### src/rtl/regarb_pkg.sv
// Shared types and widths for the register-file write arbiter.
package regarb_pkg;

  localparam int unsigned REG_ADDR_W       = 5;
  localparam int unsigned DATA_W           = 32;
  localparam int unsigned STARVE_LIMIT_DEF = 4;
  localparam int unsigned AGE_W            = 4;

  typedef enum logic {
    CLEAR = 1'b0,
    RUN   = 1'b1
  } state_t;

  typedef struct packed {
    logic [REG_ADDR_W-1:0] addr;
    logic [DATA_W-1:0]     data;
  } wr_req_t;

endpackage

### src/rtl/regfile_write_arbiter_if.sv
// Requester, register-file write port and status bundle of the write arbiter.
interface regfile_write_arbiter_if;
  import regarb_pkg::*;

  logic                  core_req;
  logic [REG_ADDR_W-1:0] core_addr;
  logic [DATA_W-1:0]     core_data;
  logic                  core_gnt;
  logic                  aux_req;
  logic [REG_ADDR_W-1:0] aux_addr;
  logic [DATA_W-1:0]     aux_data;
  logic                  aux_gnt;
  logic                  rf_rw;
  logic [REG_ADDR_W-1:0] rf_addr;
  logic [DATA_W-1:0]     rf_data;
  logic                  busy;

  modport master (
    output core_req, core_addr, core_data, aux_req, aux_addr, aux_data,
    input  core_gnt, aux_gnt, rf_rw, rf_addr, rf_data, busy
  );

  modport slave (
    input  core_req, core_addr, core_data, aux_req, aux_addr, aux_data,
    output core_gnt, aux_gnt, rf_rw, rf_addr, rf_data, busy
  );

endinterface

### src/rtl/regarb_aging_ctr.sv
// Aux starvation counter; only instantiated when REGARB_AGING_EN is defined.
module regarb_aging_ctr
  import regarb_pkg::*;
#(
  parameter int unsigned LIMIT = STARVE_LIMIT_DEF
) (
  input  logic clk,
  input  logic rst_n,
  input  logic aux_req,
  input  logic aux_gnt,
  output logic starved_c
);

  logic [AGE_W-1:0] cnt;

  // Count denied aux cycles, saturating at LIMIT; any grant or idle clears it
  always_ff @(posedge clk or negedge rst_n) begin
    if (!rst_n) begin
      cnt <= '0;
    end else if (!aux_req || aux_gnt) begin
      cnt <= '0;
    end else if (cnt != AGE_W'(LIMIT)) begin
      cnt <= cnt + AGE_W'(1);
    end
  end

  assign starved_c = (cnt == AGE_W'(LIMIT));

endmodule

### src/rtl/regfile_write_arbiter.sv
// Two-source register-file write arbiter with post-reset clear sequence.
// Define REGARB_AGING_EN to let a starved aux requester override core priority.
module regfile_write_arbiter
  import regarb_pkg::*;
#(
  parameter int unsigned STARVE_LIMIT = STARVE_LIMIT_DEF,
  parameter int unsigned NUM_REGS     = 32
) (
  input  logic                 clk,
  input  logic                 rst_n,
  regfile_write_arbiter_if.slave bus
);

  localparam int unsigned IDX_W = $clog2(NUM_REGS + 1);

  state_t                state;
  logic [IDX_W-1:0]      idx;
  logic                  rf_rw;
  logic [REG_ADDR_W-1:0] rf_addr;
  logic [DATA_W-1:0]     rf_data;
  logic                  core_gnt_c;
  logic                  aux_gnt_c;
  logic                  aux_first_c;
  wr_req_t               sel_c;

  if (STARVE_LIMIT == 0 || STARVE_LIMIT > 15 || NUM_REGS == 0 || NUM_REGS > 32) begin : g_bad_param
    $error("regfile_write_arbiter: STARVE_LIMIT or NUM_REGS out of range");
  end

`ifdef REGARB_AGING_EN
  regarb_aging_ctr #(
    .LIMIT (STARVE_LIMIT)
  ) u_aging (
    .clk       (clk),
    .rst_n     (rst_n),
    .aux_req   (bus.aux_req),
    .aux_gnt   (aux_gnt_c),
    .starved_c (aux_first_c)
  );
`else
  assign aux_first_c = 1'b0;
`endif

  // Grant selection: nothing during CLEAR, core first unless aux is starved
  always_comb begin
    core_gnt_c = 1'b0;
    aux_gnt_c  = 1'b0;
    sel_c      = '{addr: bus.core_addr, data: bus.core_data};
    if (state == RUN) begin
      if (bus.aux_req && (aux_first_c || !bus.core_req)) begin
        aux_gnt_c = 1'b1;
        sel_c     = '{addr: bus.aux_addr, data: bus.aux_data};
      end else if (bus.core_req) begin
        core_gnt_c = 1'b1;
      end
    end
  end

  // FSM and registered write port; the clear stays in CLEAR one extra cycle so
  // the last clear write is still flagged busy while it is on the port
  always_ff @(posedge clk or negedge rst_n) begin
    if (!rst_n) begin
      state   <= CLEAR;
      idx     <= '0;
      rf_rw   <= 1'b0;
      rf_addr <= '0;
      rf_data <= '0;
    end else if (state == CLEAR) begin
      if (idx == IDX_W'(NUM_REGS)) begin
        state <= RUN;
        rf_rw <= 1'b0;
      end else begin
        rf_rw   <= 1'b1;
        rf_addr <= REG_ADDR_W'(idx);
        rf_data <= '0;
        idx     <= idx + IDX_W'(1);
      end
    end else begin
      if (core_gnt_c || aux_gnt_c) begin
        rf_rw   <= (sel_c.addr != '0);
        rf_addr <= sel_c.addr;
        rf_data <= sel_c.data;
      end else begin
        rf_rw <= 1'b0;
      end
    end
  end

  assign bus.core_gnt = core_gnt_c;
  assign bus.aux_gnt  = aux_gnt_c;
  assign bus.rf_rw    = rf_rw;
  assign bus.rf_addr  = rf_addr;
  assign bus.rf_data  = rf_data;
  assign bus.busy     = (state == CLEAR);

endmodule

### src/flat_wrapper.sv
// flat-port wrapper written by rule: the top's interface ports become plain ports
module regfile_write_arbiter_flat import regarb_pkg::*;
#(
  parameter int unsigned STARVE_LIMIT = STARVE_LIMIT_DEF,
  parameter int unsigned NUM_REGS     = 32
)
  (clk, rst_n, bus_core_req, bus_core_addr, bus_core_data, bus_aux_req, bus_aux_addr, bus_aux_data, bus_core_gnt, bus_aux_gnt, bus_rf_rw, bus_rf_addr, bus_rf_data, bus_busy);
  regfile_write_arbiter_if bus_i ();
  input  logic clk;
  input  logic rst_n;
  input wire logic [$bits(bus_i.core_req)-1:0] bus_core_req;
  input wire logic [$bits(bus_i.core_addr)-1:0] bus_core_addr;
  input wire logic [$bits(bus_i.core_data)-1:0] bus_core_data;
  input wire logic [$bits(bus_i.aux_req)-1:0] bus_aux_req;
  input wire logic [$bits(bus_i.aux_addr)-1:0] bus_aux_addr;
  input wire logic [$bits(bus_i.aux_data)-1:0] bus_aux_data;
  output wire logic [$bits(bus_i.core_gnt)-1:0] bus_core_gnt;
  output wire logic [$bits(bus_i.aux_gnt)-1:0] bus_aux_gnt;
  output wire logic [$bits(bus_i.rf_rw)-1:0] bus_rf_rw;
  output wire logic [$bits(bus_i.rf_addr)-1:0] bus_rf_addr;
  output wire logic [$bits(bus_i.rf_data)-1:0] bus_rf_data;
  output wire logic [$bits(bus_i.busy)-1:0] bus_busy;
  assign bus_i.core_req = bus_core_req;
  assign bus_i.core_addr = bus_core_addr;
  assign bus_i.core_data = bus_core_data;
  assign bus_i.aux_req = bus_aux_req;
  assign bus_i.aux_addr = bus_aux_addr;
  assign bus_i.aux_data = bus_aux_data;
  assign bus_core_gnt = bus_i.core_gnt;
  assign bus_aux_gnt = bus_i.aux_gnt;
  assign bus_rf_rw = bus_i.rf_rw;
  assign bus_rf_addr = bus_i.rf_addr;
  assign bus_rf_data = bus_i.rf_data;
  assign bus_busy = bus_i.busy;
  regfile_write_arbiter #(.STARVE_LIMIT(STARVE_LIMIT), .NUM_REGS(NUM_REGS)) u_core (.clk(clk), .rst_n(rst_n), .bus(bus_i));
endmodule
### config.mk
export PLATFORM = sky130hd
export DESIGN_NAME = regfile_write_arbiter_flat
export DESIGN_NICKNAME = d
export VERILOG_FILES = /design/src/rtl/regarb_pkg.sv /design/src/rtl/regfile_write_arbiter_if.sv /design/src/rtl/regarb_aging_ctr.sv /design/src/rtl/regfile_write_arbiter.sv /design/src/flat_wrapper.sv
export SDC_FILE = /design/constraint.sdc
export NUM_CORES = 1
export LEC_CHECK = 0
export BUFFER_PORTS_ARGS = -buffer_cell sky130_fd_sc_hd__buf_2
export CAP_MARGIN = 40
export CORE_AREA = 2 2 78 80
export CTS_CLUSTER_DIAMETER = 50
export DETAILED_ROUTE_END_ITERATION = 10
export DIE_AREA = 0 0 80 82
export GPL_TIMING_DRIVEN = 0
export PLACE_DENSITY = 0.77
export SLEW_MARGIN = 20
export SYNTH_ARGS = -nofsm -noshare
export SYNTH_HDL_FRONTEND = slang
export SYNTH_HIERARCHICAL = 1
export SYNTH_SLANG_ARGS = --single-unit
### constraint.sdc
create_clock -name clk -period 1.9 [get_ports clk]
set_input_delay 0.38 -clock clk [delete_from_list [all_inputs] [get_ports clk]]
set_output_delay 0.38 -clock clk [all_outputs]
set_load 0.05 [all_outputs]
==> flow_summary.toml, run 1 <==
[place]
portBuffers = 116
gp_congestion = 0.808
hpwl_um = 4940

[cts]
clkSinkCount = 45
cts.clk_slew.worst_paths_ns = 0.09
htreeDepth = 2
cts.path.max_buffers = 2
cts_buffers = 5
cts-hold-fix-buffers = 0
cts_tree = "done"
cts_root_buf = "clkbuf_8"
insertion_delay_ns = 0.30

[global_route]
overflow = 0
grt_antenna_before_repair = 0
grt_pass1_wl_um = 10600
grtUsageTotal_pct = 20.6
grt_pass1_vias = 2199
grt_max_degree = 27

[die]
dieArea_um2 = 6560
die_height_um = 82
pin_count = 119
rows = 28
initial_utilization_pct = 45.3
coreArea_um2 = 5750
die_w_um = 80

[setup_path]
crit_path_end_kind = "register"
rr_worst_depth = 7
crit_type = "register to register"
critPathLaunchType = "register"
arrival_ns = 2.10
crit_required_ns = 2.14
cp_max_fo = 5

[timing]
maxSlewViolCount = 0
clock.fmax_mhz = 537
hold_slack_ns = 0.0272
fin_skew_ns = 0.0108
finalSetupViolCount = 0
fin_crit_sh_pct = 98.1
finalHoldViolations = 0
worstMarginPinSlew_ns = 0.546
slew_headroom_pct = 63.6
fin_crit_ns = 1.86

[synth]
synthesis.area_um2 = 2600
synthDistinctLibCells = 30
seq_area_frac_synth_pct = 43.3
synthesis.instances = 253
netlist.top_cell.by_area = "dfrtp_1"
synth_seq_cells = 45
synth_top_area_share_pct = 43.3
syn_nets = 333
syn-mean-instance-area_um2 = 10.3
synth.area.top_cells = "dfrtp_1 (43%), mux2i_1 (13%), a22o_2 (12%)"
yosysWarnings = 6

[routing]
drt_first_pass_iters = 6
num_vias = 2431
wire_per_inst_um = 15.0
ant_nets = 0
wl_met3_um = 373
wl_met1_um = 3070
wirelength_um = 6860
via_per_inst = 5.31
drcViolationCount = 0
top_layer_used = "met4"
met2_length_um = 3350
drt-initial-drc-count = 130

[finish]
area_growth_pct = 34.0
layout_commonest_cell = "buf_2"
antenna_cells = 0
fin_nets = 462
final_cell_mix = "buf_2 (119), dfrtp_1 (45), nand2_1 (41), o21ai_0 (35), mux2i_1 (34)"
drive_gt1_share_pct = 47.5
final_util_pct = 60.6

[power_and_ir_drop]
peakVddDrop_v = 0.000357
power.leakage_nw = 1.85
netSwitchingPower_mw = 0.852
power_density_nw_per_um2 = 734
p_int_mw = 1.71
power.share.switching_pct = 33.3
clockPowerShare_pct = 29.5
seqPwrFrac_pct = 42.6
comb_power_share_pct = 27.8

[job]
drv_cap = 0

[outcome]
outcome = "complete, no violations"

[min_path]
hold_class = "primary input to async pin"
## flip-flops by register name, indices dropped and copies added (netlist names)
| signal | count |
|---|---|
| u_core/bus.rf_addr | 5 |
| u_core/bus.rf_data | 32 |
| u_core/bus.rf_rw | 1 |
| u_core/idx | 6 |
| u_core/state | 1 |
## metal layers
metal / vias up / global-route usage, %
li1: 1182 / -
met1: 1166 / 27.6
met2: 76 / 34.8
met3: 7 / 4.18
met4: 0 / 4.58
met5: - / 0
## per-stage QoR
stage | total power, mW | setup TNS (ns) | worst slack, ns | instances | instance area [um^2]
global route | 2.69 | -0.388 | -0.0247 | 458 | 3480
global placement | 1.80 | -0.0654 | -0.0654 | 444 | 3270
finish | 2.56 | 0 | 0.0363 | 458 | 3480
floorplan | 1.59 | 0 | 0.0322 | 253 | 2600
CTS | 2.58 | 0 | 0.0111 | 453 | 3420
detailed placement | 1.82 | -0.0768 | -0.0768 | 445 | 3290
## layout make-up
cell class	count	area (um^2)
buffer	21	141
clock buffer	6	82.6
clock inverter	2	37.5
fill	522	2260
inverter	6	22.5
multi-input combinational	180	1330
sequential	45	1130
tap	75	93.8
timing repair buffer	123	649
## cell families after synthesis
| group | after synthesis | synth area share [%] |
|---|---|---|
| AO/OA/AOI/OAI | 80 | 22.7 |
| XOR/XNOR | 4 | 1.35 |
| adder cells (fa/ha/maj) | 2 | 0.962 |
| buffers and inverters | 28 | 5.97 |
| flip-flops | 45 | 43.3 |
| multiplexers | 39 | 15.3 |
| AND/OR/NAND/NOR | 55 | 10.5 |
## power groups by stage
stage | sequential [mW] | clock, mW | combinational [mW]
4_1_cts | 1.09 | 0.774 | 0.715
2_1_floorplan | 1.37 | 0 | 0.220
6_report | 1.09 | 0.756 | 0.711
3_3_place_gp | 1.11 | 0 | 0.697
3_5_place_dp | 1.11 | 0 | 0.711
5_1_grt | 1.10 | 0.832 | 0.760
## worst max-delay path, cell delays in order (launching register included)
cell	delay, ns
dfrtp_1	0.42
inv_1	0.13
ha_4	0.15
or4b_4	0.48
nor3_4	0.20
buf_6	0.15
buf_4	0.14
a22o_2	0.14
## synthesized netlist by cell type, drive strengths merged
| cell type | n |
|---|---|
| dfrtp | 45 |
| a31oi | 5 |
| nand4b | 1 |
| xnor2 | 4 |
| clkdlybuf4s50 | 1 |
| a311oi | 4 |
| dlygate4sd1 | 1 |
| nand2 | 41 |
| or4 | 2 |
| buf | 9 |
| and3 | 1 |
| mux2 | 5 |
| nor2b | 1 |
| a21oi | 2 |
| ha | 2 |
| o211a | 2 |
| nor3 | 1 |
| nor4b | 1 |
| inv | 6 |
| nor4 | 1 |
| nand3 | 3 |
| nor2 | 2 |
| a22o | 32 |
| mux2i | 34 |
| o21ai | 35 |
| clkbuf | 11 |
| or4b | 1 |
## timing repair
item / in CTS / in global routing
cloned: 0 / 1
resized for setup: 1 / 8
setup buffers: 1 / 4
pin swaps: 0 / 1
endpoints found under the setup margin: 31 / 34
## path summary, 6_finish.rpt
check	from	endpoint	slack, ns
min	rst_n	u_core/bus.rf_addr[3]	0.03
max in group asynchronous	rst_n	u_core/bus.rf_data[26]	1.36
min in group clk	bus_core_addr[3]	u_core/bus.rf_addr[3]	0.35
max reg2reg	u_core/idx[1]	u_core/bus.rf_data[30]	0.04
min reg2reg	u_core/bus.rf_data[17]	u_core/bus.rf_data[17]	0.54
max	u_core/idx[1]	u_core/bus.rf_data[30]	0.04
Note: power is estimated with default switching activity, not from simulation.
==> run 2: changes to the inputs <==
--- a/config.mk
+++ b/config.mk
@@ -12,9 +12,8 @@
 export DETAILED_ROUTE_END_ITERATION = 10
 export DIE_AREA = 0 0 80 82
 export GPL_TIMING_DRIVEN = 0
-export PLACE_DENSITY = 0.77
+export PLACE_DENSITY = 0.78
 export SLEW_MARGIN = 20
 export SYNTH_ARGS = -nofsm -noshare
 export SYNTH_HDL_FRONTEND = slang
-export SYNTH_HIERARCHICAL = 1
 export SYNTH_SLANG_ARGS = --single-unit
==> run 2 against run 1 <==
Against the previous run: register-to-register slack gained 0.06 ns; combinational power grew 0.6%; worst setup slack gained 0.063 ns; clock power shrank 24%; sequential share of layout area grew 0.72 points; synthesized area grew 0.67%; core utilization shrank 1.3 points; critical path type unchanged; critical endpoint is now u_core.bus.rf_data[19]; highest routed layer unchanged.
==> flow_summary.toml, run 2 <==
[timing]
setup_tns_ns = 0
slew_headroom_pct = 61.7
clock.fmax_mhz = 555
fin_skew_ns = 0.00657
worstMarginPinSlew_ns = 0.575
fin_crit_ns = 1.80
grt_setup_unrepaired = "no"
fin_crit_sh_pct = 94.8
finalHoldViolations = 0
fin_ws_ns = 0.0997
maxSlewViolCount = 0
finalSetupViolCount = 0

[global_route]
grt_pass1_wl_um = 10900
grt_pass1_vias = 2270
grtUsageTotal_pct = 21.2
grt_max_degree = 25
overflow = 0
grt_antenna_before_repair = 0

[setup_path]
critPathLaunch = "u_core.idx[3]"
reg2reg_slack_ns = 0.1
critPathLaunchType = "register"
rr_worst_depth = 4
crit_required_ns = 2.13
r2r-end = "u_core.bus.rf_data[19]"
timing.rr.start = "u_core.idx[3]"
critPathBufInv = 1
arrival_ns = 2.03
cp_max_fo = 10
crit_path_end_kind = "register"
worstSetupEndpoint = "u_core.bus.rf_data[19]"
critPathMaxStageDelay_ns = 0.59
slowest_stage = "or4b_4"
crit_chain = "or4b_4 -> nor3_4 -> buf_6 -> a22o_2"
cp_top_family = "simple AND/OR/NAND/NOR gates"
path_depth = 4
crit_type = "register to register"

[synth]
syn-mean-instance-area_um2 = 10.3
synth_commonest_cells = "dfrtp_1 (45), nand2_1 (41), o21ai_0 (35), mux2i_1 (34), a22o_2 (30)"
synth_seq_cells = 45
synthesis.area_um2 = 2620
syn_nets = 333
synth.area.top_cells = "dfrtp_1 (43%), mux2i_1 (13%), a22o_2 (11%)"
seq_area_frac_synth_pct = 43.0
synth_top_area_share_pct = 43.0
synthesis.instances = 253
async_flop_share_pct = 100
synthDistinctLibCells = 31
yosysMostFrequentCell = "dfrtp_1"
synth_ff_type = "dfrtp_1"
synth_edf_count = 0
yosysWarnings = 0
netlist.top_cell.by_area = "dfrtp_1"

[cts]
cts.path.max_buffers = 2
htreeDepth = 2
cts_root_buf = "clkbuf_8"
insertion_delay_ns = 0.29
clkSinkCount = 45
cts.clk_slew.worst_paths_ns = 0.09
cts-hold-fix-buffers = 0
cts_buffers = 5
cts_tree = "done"

[finish]
fin_nets = 457
reg_top3 = "u_core.bus.rf_data (32), u_core.idx (6), u_core.bus.rf_addr (5)"
final_cell_mix = "buf_2 (118), dfrtp_1 (44), nand2_1 (41), o21ai_0 (35), mux2i_1 (34)"
antenna_cells = 0
drive_gt1_share_pct = 46.3
regMostFlops = "u_core.bus.rf_data"
area_growth_pct = 30.4
num-fill-cells = 527
largest_reg_flops = 32
layout_commonest_cell = "buf_2"

[place]
gp_congestion = 0.754
pre_cts_ws_ns = -0.106
portBuffers = 116
hpwl_um = 5090

[routing]
drt_first_pass_iters = 4
drcViolationCount = 0
wirelength_um = 6760
via_per_inst = 5.33
drt-initial-drc-count = 113
num_vias = 2413
ant_nets = 0
wire_per_inst_um = 14.9

[job]
drv_cap = 0

[power_and_ir_drop]
power.leakage_nw = 1.83
power_density_nw_per_um2 = 698
totalPowerFinal_mw = 2.38
peakVddDrop_v = 0.000289

[die]
dieArea_um2 = 6560
initial_utilization_pct = 45.6
coreArea_um2 = 5750
die_height_um = 82
die_w_um = 80
rows = 28
pin_count = 119

[min_path]
hold_class = "primary input to async pin"

[outcome]
outcome = "complete, no violations"
run 2: cell count changes after synthesis:
cell,before,now
clkbuf_1,10,11
xnor2_1,4,3
xor2_1,0,1
dlygate4sd1_1,1,0
clkdlybuf4s50_2,1,0
bufbuf_8,0,1
buf_2,5,4
clkbuf_8,0,1
clkdlybuf4s15_2,0,1
clkbuf_2,1,0
run 2: where the power goes:
part | internal, mW | switching (mW)
Sequential | 1.03 | 0.0585
Clock | 0.255 | 0.320
Combinational | 0.250 | 0.465
Total | 1.54 | 0.843
run 2: final cells by class:
class                   instances  area, um^2  area share [%]
clock inverters                 2        10.0           0.293
repair buffers                118         616            18.0
multi-input cells             180        1320            38.7
well taps                      75        93.8            2.75
plain buffers                  21         151            4.44
inverters                       6        22.5           0.660
clock buffers                   6        72.6            2.13
flip-flops and latches         45        1130            33.0
run 2: worst min path at each step:
stage	depth (start not counted)	slack, ns	from	endpoint
finish	1	0.08	rst_n	u_core.bus.rf_data[12]
CTS	1	0.09	rst_n	u_core.bus.rf_data[24]
detailed placement	1	0.41	rst_n	u_core.bus.rf_data[12]
global route	1	0.11	rst_n	u_core.bus.rf_data[15]
floorplan	0	0.08	rst_n	u_core.bus.rf_addr[0]
global placement	1	0.48	u_core.idx[5]	u_core.idx[5]
run 2: stage by stage:
step / util (%) / hold WS, ns / cell area (um^2) / std cells
after global routing: 59.4 / 0.107 / 3410 / 453
after CTS: 59.2 / 0.0871 / 3400 / 452
after floorplan: - / 0.0844 / 2620 / 253
after detailed placement: 57.8 / 0.407 / 3320 / 445
final: 59.4 / 0.0779 / 3410 / 453
after global placement: 57.3 / 0.476 / 3290 / 444
run 2: cell families after synthesis:
kind of cell	count (synthesis)	synth area share, %
DFF	45	43.0
muxes	39	15.2
xor gates and xnor gates	4	1.34
adders and majority gates	2	0.956
AOI/OAI and AO/OA	80	22.5
and+or+nand+nor	55	10.4
buffers and inverters	28	6.60
run 2: what timing repair did:
item,4_1_cts,5_1_grt
pin swaps,0,1
hold endpoints to repair,0,0
buffers inserted,0,1
gates resized for setup,2,1
setup endpoints to repair,1,30
run 2: layer usage:
layer	vias to the layer above	share of wire (%)	GRT usage (%)
met2	80	49	35.8
met5	-	0	0
met4	0	0.80	5.59
met3	8	5.6	4.18
met1	1148	45	27.9
li1	1177	-	-
==> run 3: changes to the inputs <==
--- a/config.mk
+++ b/config.mk
@@ -7,10 +7,10 @@
 export LEC_CHECK = 0
 export BUFFER_PORTS_ARGS = -buffer_cell sky130_fd_sc_hd__buf_2
 export CAP_MARGIN = 40
-export CORE_AREA = 2 2 78 80
+export CORE_AREA = 2 2 82 76
 export CTS_CLUSTER_DIAMETER = 50
 export DETAILED_ROUTE_END_ITERATION = 10
-export DIE_AREA = 0 0 80 82
+export DIE_AREA = 0 0 84 78
 export GPL_TIMING_DRIVEN = 0
 export PLACE_DENSITY = 0.78
 export SLEW_MARGIN = 20
==> run 3 against run 2 <==
Against the previous run: sequential cell count unchanged; sequential power about the same; clock-buffer cell count up 1; global-route usage down 0.21 points; clock power up 2%; via count up 0.12%; critical path depth unchanged; clock skew down 0.0012 ns; die area down 0.12%.
==> flow_summary.toml, run 3 (synthesis results as in run 2) <==
[outcome]
outcome = "complete, no violations"

[timing]
fin_skew_ns = 0.00537
grt_setup_unrepaired = "no"
slew_headroom_pct = 64.6
finalHoldViolations = 0
hold_slack_ns = 0.0200
fin_crit_sh_pct = 95.7
fin_crit_ns = 1.82
maxSlewViolCount = 0
clock.fmax_mhz = 550
finalSetupViolCount = 0
worstMarginPinSlew_ns = 0.531
fin_ws_ns = 0.0812

[power_and_ir_drop]
power.share.switching_pct = 34.4
power_density_nw_per_um2 = 701
p_int_mw = 1.57
seqPwrFrac_pct = 45.7
totalPowerFinal_mw = 2.39
comb_power_share_pct = 29.7
peakVddDrop_v = 0.000349
clockPowerShare_pct = 24.6
power.leakage_nw = 1.83
netSwitchingPower_mw = 0.822

[place]
hpwl_um = 4970
place_inst = 440
gp_congestion = 0.815
portBuffers = 116
pre_cts_ws_ns = -0.0878

[global_route]
overflow = 0
grt_max_degree = 28
grtUsageTotal_pct = 21.0
grt_pass1_wl_um = 11300
grt_pass1_vias = 2340
grt_antenna_before_repair = 0

[finish]
final_cell_mix = "buf_2 (118), dfrtp_1 (45), nand2_1 (41), o21ai_0 (35), mux2i_1 (34)"
antenna_cells = 0
regMostFlops = "u_core.bus.rf_data"
drive_gt1_share_pct = 46.0
largest_reg_flops = 32
fin_nets = 458
reg_top3 = "u_core.bus.rf_data (32), u_core.idx (6), u_core.bus.rf_addr (5)"
final_cells = 448
layout_commonest_cell = "buf_2"
area_growth_pct = 30.2

[min_path]
hold_class = "primary input to async pin"

[cts]
cts-hold-fix-buffers = 0
cts_root_buf = "clkbuf_8"
cts.path.max_buffers = 2
cts.clk_slew.worst_paths_ns = 0.08
clkSinkCount = 45
cts_tree = "done"
insertion_delay_ns = 0.29
cts_buffers = 5
htreeDepth = 2

[setup_path]
critPathLaunch = "u_core.idx[3]"
timing.rr.start = "u_core.idx[3]"
critPathBufInv = 1
crit_path_end_kind = "register"
cp_max_fo = 10
cp_top_family = "simple AND/OR/NAND/NOR gates"
crit_chain = "or4b_4 -> nor3_4 -> buf_6 -> a22o_2"
critPathLaunchType = "register"
arrival_ns = 2.05
critPathMaxStageDelay_ns = 0.60
crit_type = "register to register"
slowest_stage = "or4b_4"
crit_required_ns = 2.14

[routing]
via_per_inst = 5.39
ant_nets = 0
wire_per_inst_um = 14.7
drt_first_pass_iters = 4
wirelength_um = 6590
drt-initial-drc-count = 120
num_vias = 2416
drcViolationCount = 0

[die]
coreArea_um2 = 5630
die_height_um = 78
die_w_um = 84
initial_utilization_pct = 46.5
pin_count = 119
rows = 26
dieArea_um2 = 6550

[job]
drv_cap = 0
run 3: cell type report:
cell class / count / area [um^2]
Sequential cell: 45 / 1130
Clock buffer: 7 / 86.3
Fill cell: 508 / 2220
Multi-Input combinational cell: 180 / 1320
Buffer: 21 / 151
Inverter: 6 / 22.5
Timing Repair Buffer: 119 / 616
Tap cell: 70 / 87.6
run 3: through the flow:
stage               instance area (um^2)  setup TNS (ns)  util [%]
detailed placement                  3310         -0.0878      58.7
CTS                                 3390               0      60.3
global route                        3410               0      60.6
finish                              3410               0      60.6
global placement                    3290         -0.0652      58.4
floorplan                           2620               0         -
run 3: path summary, 6_finish.rpt:
| check | endpoint | slack, ns | cells past startpoint |
|---|---|---|---|
| min reg2reg | u_core.idx[5] | 0.51 | 1 |
| min in group clk | u_core.bus.rf_addr[2] | 0.36 | 3 |
| max | u_core.bus.rf_data[25] | 0.08 | 4 |
| min | u_core.bus.rf_addr[1] | 0.02 | 1 |
| max in group asynchronous | u_core.bus.rf_data[4] | 1.39 | 2 |
| max reg2reg | u_core.bus.rf_data[25] | 0.08 | 4 |
run 3: repair_timing:
action                                 CTS  global route
buffers inserted                         0             2
resized for setup                        2             0
endpoints found under the hold margin    0             0
pin swaps                                0             1
setup endpoints to repair                1            30
run 3: layer usage:
metal | global-route usage [%] | vias to the layer above | share of wire [%]
li1 | - | 1175 | -
met1 | 29.0 | 1130 | 46
met2 | 34.3 | 101 | 47
met3 | 3.30 | 10 | 6.2
met4 | 5.97 | 0 | 1.4
met5 | 0 | - | 0
run 3: power by group through the flow:
stage | Combinational, mW | Clock, mW | Sequential [mW]
final | 0.710 | 0.589 | 1.09
after global routing | 0.766 | 0.653 | 1.10
after CTS | 0.717 | 0.608 | 1.09
after detailed placement | 0.713 | 0 | 1.11
after global placement | 0.699 | 0 | 1.11
after floorplan | 0.222 | 0 | 1.37
